[src/rtl/firebird7_in_gate1_tessent_mbist_ijtag_driver.sv]
// IJTAG initiator for the gate1 MBIST SIB/TDR segment: capture/shift/update scans, StableBlock polls and chain resets.
// Optional poll attempt limit with timeout flag: FIREBIRD7_IN_GATE1_MBIST_IJTAG_POLL_TIMEOUT_EN.
module firebird7_in_gate1_tessent_mbist_ijtag_driver #(
   parameter int unsigned MAX_LEN      = 8,
   parameter int unsigned RESET_CYCLES = 4,
   parameter int unsigned POLL_MAX     = 255
) (
   input  logic                         ijtag_tck,
   input  logic                         ijtag_rst,
   input  logic                         req,
   input  logic [1:0]                   req_op,
   input  logic [$clog2(MAX_LEN+1)-1:0] req_len,
   input  logic [MAX_LEN-1:0]           req_wdata,
   output logic                         ack,
   output logic                         busy,
   output logic [MAX_LEN-1:0]           rdata,
   output logic                         timeout,
   output logic                         ijtag_reset,
   output logic                         ijtag_sel,
   output logic                         ijtag_si,
   output logic                         ijtag_ce,
   output logic                         ijtag_se,
   output logic                         ijtag_ue,
   input  logic                         ijtag_so
);
   localparam int unsigned LW = $clog2(MAX_LEN + 1);
   localparam int unsigned IW = $clog2(MAX_LEN);
   localparam int unsigned RW = $clog2(RESET_CYCLES + 1);
   localparam logic [1:0] OP_SCAN = 2'd0;
   localparam logic [1:0] OP_POLL = 2'd1;
   localparam logic [1:0] OP_CRST = 2'd2;

   if (MAX_LEN < 2 || RESET_CYCLES < 1 || POLL_MAX < 1) begin : g_param_check
      $error("firebird7 ijtag driver: MAX_LEN >= 2, RESET_CYCLES >= 1 and POLL_MAX >= 1 required");
   end

   typedef enum logic [2:0] {S_IDLE, S_CAP, S_SHIFT, S_UPD, S_DONE, S_RST, S_GAP} state_t;

   state_t             state;
   logic               is_poll;
   logic               hold;
   logic [LW-1:0]      len;
   logic [LW-1:0]      len_eff;
   logic [IW-1:0]      idx;
   logic [RW-1:0]      rcnt;
   logic [MAX_LEN-1:0] wdata;
   logic [MAX_LEN-1:0] wsh;

`ifdef FIREBIRD7_IN_GATE1_MBIST_IJTAG_POLL_TIMEOUT_EN
   localparam int unsigned PW = $clog2(POLL_MAX + 1);
   logic [PW-1:0] attempts;
`else
   assign timeout = 1'b0;
`endif

   // Zero-length requests scan one bit; oversize requests are clamped to the register width.
   always_comb begin
      len_eff = req_len;
      if (req_len == '0)
         len_eff = LW'(1);
      else if (req_len > LW'(MAX_LEN))
         len_eff = LW'(MAX_LEN);
   end

   always_ff @(posedge ijtag_tck or posedge ijtag_rst) begin
      if (ijtag_rst) begin
         state       <= S_IDLE;
         ack         <= 1'b0;
         busy        <= 1'b0;
         rdata       <= '0;
         ijtag_reset <= 1'b0;
         ijtag_sel   <= 1'b0;
         ijtag_si    <= 1'b0;
         ijtag_ce    <= 1'b0;
         ijtag_se    <= 1'b0;
         ijtag_ue    <= 1'b0;
         is_poll     <= 1'b0;
         hold        <= 1'b0;
         len         <= '0;
         idx         <= '0;
         rcnt        <= '0;
         wdata       <= '0;
         wsh         <= '0;
`ifdef FIREBIRD7_IN_GATE1_MBIST_IJTAG_POLL_TIMEOUT_EN
         attempts    <= '0;
         timeout     <= 1'b0;
`endif
      end else begin
         // Outputs describe the state being entered; pulses default low every cycle.
         ack         <= 1'b0;
         ijtag_sel   <= 1'b0;
         ijtag_si    <= 1'b0;
         ijtag_ce    <= 1'b0;
         ijtag_se    <= 1'b0;
         ijtag_ue    <= 1'b0;
         ijtag_reset <= 1'b1;
         case (state)
            S_IDLE: begin
               if (req && !hold) begin
                  busy    <= 1'b1;
                  rdata   <= '0;
                  is_poll <= (req_op == OP_POLL);
                  idx     <= '0;
`ifdef FIREBIRD7_IN_GATE1_MBIST_IJTAG_POLL_TIMEOUT_EN
                  attempts <= '0;
                  timeout  <= 1'b0;
`endif
                  if (req_op == OP_POLL) begin
                     len   <= LW'(1);
                     wdata <= MAX_LEN'(1);
                     wsh   <= MAX_LEN'(1);
                  end else begin
                     len   <= len_eff;
                     wdata <= req_wdata;
                     wsh   <= req_wdata;
                  end
                  case (req_op)
                     OP_SCAN, OP_POLL: begin
                        state     <= S_CAP;
                        ijtag_sel <= 1'b1;
                        ijtag_ce  <= 1'b1;
                     end
                     OP_CRST: begin
                        state       <= S_RST;
                        rcnt        <= '0;
                        ijtag_reset <= 1'b0;
                     end
                     default: begin
                        state <= S_DONE;
                        ack   <= 1'b1;
                     end
                  endcase
               end else if (!req) begin
                  hold <= 1'b0;
               end
            end
            S_CAP: begin
               state     <= S_SHIFT;
               ijtag_sel <= 1'b1;
               ijtag_se  <= 1'b1;
               ijtag_si  <= wsh[0];
               wsh       <= wsh >> 1;
               idx       <= '0;
            end
            S_SHIFT: begin
               rdata[idx] <= ijtag_so;
               ijtag_sel  <= 1'b1;
               if (LW'(idx) == len - LW'(1)) begin
                  state    <= S_UPD;
                  ijtag_ue <= 1'b1;
               end else begin
                  idx      <= idx + IW'(1);
                  ijtag_se <= 1'b1;
                  ijtag_si <= wsh[0];
                  wsh      <= wsh >> 1;
               end
            end
            S_UPD: begin
               if (!is_poll || rdata[0]) begin
                  state <= S_DONE;
                  ack   <= 1'b1;
               end
`ifdef FIREBIRD7_IN_GATE1_MBIST_IJTAG_POLL_TIMEOUT_EN
               else if (attempts == PW'(POLL_MAX)) begin
                  state   <= S_DONE;
                  ack     <= 1'b1;
                  timeout <= 1'b1;
               end
`endif
               else begin
                  state     <= S_GAP;
                  ijtag_sel <= 1'b1;
`ifdef FIREBIRD7_IN_GATE1_MBIST_IJTAG_POLL_TIMEOUT_EN
                  attempts  <= attempts + PW'(1);
`endif
               end
            end
            S_GAP: begin
               state     <= S_CAP;
               ijtag_sel <= 1'b1;
               ijtag_ce  <= 1'b1;
               wsh       <= wdata;
            end
            S_RST: begin
               if (rcnt == RW'(RESET_CYCLES - 1)) begin
                  state <= S_DONE;
                  ack   <= 1'b1;
               end else begin
                  rcnt        <= rcnt + RW'(1);
                  ijtag_reset <= 1'b0;
               end
            end
            S_DONE: begin
               // A requester still holding req here must drop it before the next command is taken.
               state <= S_IDLE;
               busy  <= 1'b0;
               hold  <= req;
            end
            default: state <= S_IDLE;
         endcase
      end
   end
endmodule

[config.mk]
export PLATFORM = sky130hd
export DESIGN_NAME = firebird7_in_gate1_tessent_mbist_ijtag_driver
export DESIGN_NICKNAME = d
export VERILOG_FILES = /design/src/rtl/firebird7_in_gate1_tessent_mbist_ijtag_driver.sv
export SDC_FILE = /design/constraint.sdc
export NUM_CORES = 1
export LEC_CHECK = 0
export CAP_MARGIN = 20
export CORE_MARGIN = 2
export CORE_UTILIZATION = 59
export CTS_CLUSTER_DIAMETER = 200
export DETAILED_ROUTE_END_ITERATION = 10
export PLACE_DENSITY = 0.85
export SYNTH_ARGS = -nofsm -noshare
export SYNTH_HDL_FRONTEND = slang
export SYNTH_SLANG_ARGS = --single-unit
[constraint.sdc]
create_clock -name ijtag_tck -period 3.2 [get_ports ijtag_tck]
set_input_delay 0.64 -clock ijtag_tck [delete_from_list [all_inputs] [get_ports ijtag_tck]]
set_output_delay 0.64 -clock ijtag_tck [all_outputs]
set_load 0.03 [all_outputs]
[Word-level counts from Yosys, hierarchy flattened]
Cells that the tools add are included.
Word-level totals
  flip-flop bits (word level): 47
  bits of input ports: 18
  output and inout port bits: 17
  word-level logic and storage cells: 114
Operators by class
  add/subtract/negate cells: 3
  magnitude comparators: 3
  equal/unequal tests: 18
  multiplexer cells: 49
  reductions and logical operators: 24
Operator list (count)
  8-bit two-way mux: 4
  8-bit one-hot mux with 4 select lines: 1
  3-bit two-way mux: 8
  3-bit one-hot mux with 6 select lines: 1
  1-bit two-way mux: 17
  8-bit one-hot mux with 2 select lines: 1
  2-bit inequality test, second input constant: 7
  4-bit two-way mux: 3
  1-bit one-hot mux with 2 select lines: 6
  3-bit one-hot mux with 2 select lines: 2
  3-bit AND reduction: 4
  3-bit by 2-bit == test with 1-bit output, second input constant: 3
  3-bit == test, second input constant: 3
  3-bit one-hot mux with 3 select lines: 1
  8-bit bitwise mux: 1
  3-bit by 1-bit adder with 3-bit output, second input constant: 2
  1-bit one-hot mux with 3 select lines: 2
  2-bit AND reduction: 3
  2-bit nonzero test: 3
  3-bit OR reduction: 2
  3-bit by 4-bit == test with 1-bit output: 1
  4-bit greater-than comparator, second input constant: 1
  4-bit zero test: 1
  3-bit by 4-bit less-than comparator with 1-bit output, second input constant: 1
  other kinds (17): 19

[Depth between registers and ports, before layout]
  depth after elaboration: 6
  depth in mapped cells: 8
  mapped depth without buffers: 7

[Worst setup path after synthesis]
OpenSTA, ideal clock, no wires.
  path type: input port to flip-flop
  from: input req
  to: register wsh[0]
  library setup time: 125 ps
  arrival time: 1776 ps
  data required time: 3075 ps
  slack: 1299 ps
  stages on the path: 6
  buffers on the path: 1
  cells stage by stage: nor2b_1 > o21ai_0 > mux2_2 > or2_1 > buf_6 > mux2_4
On the way
  word-level cells in the longest chain between the ends: 3
Ends and longest elaborated chain
  start: declaration: RTL line 10  | input logic req,
  1-bit logical AND: RTL line 99  | if (req && !hold) begin
  2-bit inequality test (no source line)
  3-bit AND reduction (no source line)
  end signal: assignment: RTL line 115  | wsh <= req_wdata;
  end signal: assignment: RTL line 142  | wsh <= wsh >> 1;
  end signal: assignment: RTL line 155  | wsh <= wsh >> 1;
  end: declaration: RTL line 47  | logic [MAX_LEN-1:0] wsh;
Every way passes these cells.
A chain may end at the register's enable or synchronous reset.

[Final worst setup path]
  from: input req
  to: register wsh[1]
The elaborated chain is that of the path after synthesis.

==> flow_metrics.tcl <==
set metrics [dict create \
    drt_pass1_iterations 4 \
    start_kind "input pin" \
    synth_top_cell_by_area "dfrtp_1" \
    worstSetupPathType "input pin to flip-flop" \
    vias_per_cell 5.891 \
    finalSetupViolCount 0 \
    synth_top_family_by_area "compound AO/OA/AOI/OAI gates" \
    ys_ff_latch 47 \
    cap_violations 0 \
    wirelength_mm 5.169 \
    leakagePower_nw 1.290 \
    crit_path_end_kind "flip-flop" \
    hold_class "flip-flop to flip-flop" \
    synth_area_per_cell_um2 9.252 \
    cts_root_buf "clkbuf_8" \
    cts_tree "done" \
    overflow 0 \
    flow.area_growth_from_synthesis_pct 17.12 \
    min_path_cells 2 \
    drv_slew 0 \
    syn-num-nets 293 \
    grt_max_degree 32 \
    crit_chain "clkdlybuf4s50_1 -> nor2b_1 -> o21ai_0 -> mux2_2 -> or2_1 -> mux2_4" \
    synth_xor_area_share_pct 2.345 \
    core_area_um2 4058 \
    synthCells 271 \
    diodes 0 \
    skew_ns 0.005403 \
    pin_count 35 \
    fmax_mhz 435.9 \
    fin_setup_tns_ns 0 \
    worst_pin_slew_ns 0.7109 \
    die_h_um 69.19 \
    final_common_cell "dfrtp_1" \
    drt-initial-drc-count 182 \
    initial_utilization_pct 61.79 \
    yosysWarningCount 0 \
    cts_sinks 47 \
    dp_hpwl_mm 3.730 \
    peakVddDrop_mv 0.5062 \
    vias 2056 \
    cts_repair_resize_count 0 \
    drive_above_1_share_pct 9.365 \
    place.gp.congestion 0.7945 \
    grt_pass1_wl_mm 8.976 \
    synth_area_leaders "dfrtp_1, nand2_1, o21ai_0, mux2_4, a21oi_1" \
    period_share_pct 71.68 \
    syn-cell-area_um2 2507 \
    async_flop_share_pct 100.0 \
    io_buffers 33 \
    r2r_cells 5 \
    num-fill-cells 314 \
    finalHoldViolations 0 \
    synth_top_area_share_pct 46.91 \
    synthMuxAreaShare_pct 5.689 \
    cp.arrival_ns 2.48 \
    grt_usage_pct 23.66 \
    worst-path-max-fanout 8 \
    synth.yosys.seq_area_share_pct 46.91 \
    synth_top_flop_cell "dfrtp_1" \
    yosys.area_share.simple_pct 15.32 \
    cellPowerDensity_nw_per_um2 980.3 \
    antenna_found_initial 0 \
    min_period_ns 2.294 \
    grt_pass1_vias 1904 \
    synth.distinct_cells 50 \
    final_cell_mix "dfrtp_1, nand2_1, clkdlybuf4s50_1" \
    drc 0 \
    insertion_delay_ns 0.30 \
    clkSlewWorstSetupHoldPaths_ns 0.08 \
    antenna_left 0 \
    avgRoutedWirePerCell_um 14.81 \
    outcome "completed" \
    max_slew_margin_pct 52.43 \
    whs_ns 0.4917 \
    die_area_um2 4787 \
    hold_buffers 0 \
    worstPathRequired_ns 3.39 \
    synth_fa_ha_area_share_pct 1.996 \
    synth_compound_area_share_pct 21.66 \
    rsz0062_at_grt "no" \
    htreeDepth 2 \
    cp_slowest_stage_delay_ns 0.49 \
    postCtsSetupBuffers 0 \
    die_width_um 69.19 \
    nets 322 \
    synth_edf_count 0 \
    clock_path_buffers 2 \
    cts_made_buffers 5 \
    crit_slowest_cell "clkdlybuf4s50_1" \
    num_rows 23 \
]
flip-flops by register name, summed over array words and instances (netlist names), 3 cells and up:
signal  cells
idx         3
rdata       8
rcnt        3
state       3
len         4
wsh         8
wdata       8
synth_stat cells (all sizes together) (4+ instances only):
master and count:
nand2 33, clkbuf 9, ha 4, nand3 6, nor2 19, mux2 10
dfrtp 47, inv 18, a21oi 18, a221oi 6, buf 8, a21o 7
o21ai 40, nor2b 4
stage by stage:
stage	total power, mW	utilization, %	cell area, um2	setup WS [ns]	instances
after floorplan	2.186	-	2507	1.299	271
after global placement	2.493	70.58	2864	0.6526	343
after detailed placement	2.552	70.58	2864	0.6190	343
after CTS	2.893	72.37	2937	0.9108	349
after global routing	3.102	72.37	2937	0.7728	349
final	2.879	72.37	2937	0.9061	349
metal layers:
| metal | up-vias | track usage, % | share of wire [%] |
|---|---|---|---|
| met5 | - | 0 | 0 |
| met4 | 0 | 11.55 | 2.5 |
| met3 | 11 | 4.797 | 4.9 |
| met2 | 71 | 35.68 | 49 |
| met1 | 970 | 32.72 | 44 |
| li1 | 1004 | - | - |
critical path: cells and delay by family:
family / cells / cell delay [ns]
AO/OA/AOI/OAI: 1 / 0.10
multiplexers: 2 / 0.65
buffers and inverters: 1 / 0.49
AND/OR/NAND/NOR: 2 / 0.60
final timing paths:
| kind | start | slack (ns) | endpoint |
|---|---|---|---|
| min in group asynchronous | ijtag_rst | 0.59 | rdata[4]$_DFFE_PP0P_ |
| worst min-delay path | wdata[2]$_DFFE_PP0P_ | 0.49 | wdata[2]$_DFFE_PP0P_ |
| worst max-delay path | req | 0.91 | wsh[1]$_DFFE_PP0P_ |
| worst min register to register | wdata[2]$_DFFE_PP0P_ | 0.49 | wdata[2]$_DFFE_PP0P_ |
| worst max register to register | idx[2]$_DFFE_PP0P_ | 0.94 | wsh[1]$_DFFE_PP0P_ |
| max in group asynchronous | ijtag_rst | 2.04 | wdata[4]$_DFFE_PP0P_ |
cell families after synthesis:
| logic type | Yosys count |
|---|---|
| muxes | 10 |
| other | 1 |
| and+or+nand+nor | 80 |
| AOI/OAI and AO/OA | 89 |
| adders and majority gates | 4 |
| buffers and inverters | 35 |
| xor gates and xnor gates | 5 |
| DFF | 47 |
cell type report:
class | count | area (um2) | area share, %
multi-input cells | 189 | 1182 | 40.26
well taps | 50 | 62.56 | 2.130
inverters | 18 | 67.56 | 2.301
repair buffers | 39 | 375.4 | 12.78
flip-flops and latches | 47 | 1176 | 40.05
clock buffers | 6 | 72.57 | 2.471
where the power goes:
group	internal [mW]	switching [mW]	leakage, nW
Clock	0.146	0.183	0.0371
Combinational	0.712	0.808	0.655
Sequential	0.824	0.206	0.598
Total	1.68	1.20	1.29
Power figures use the tool's default switching activity.
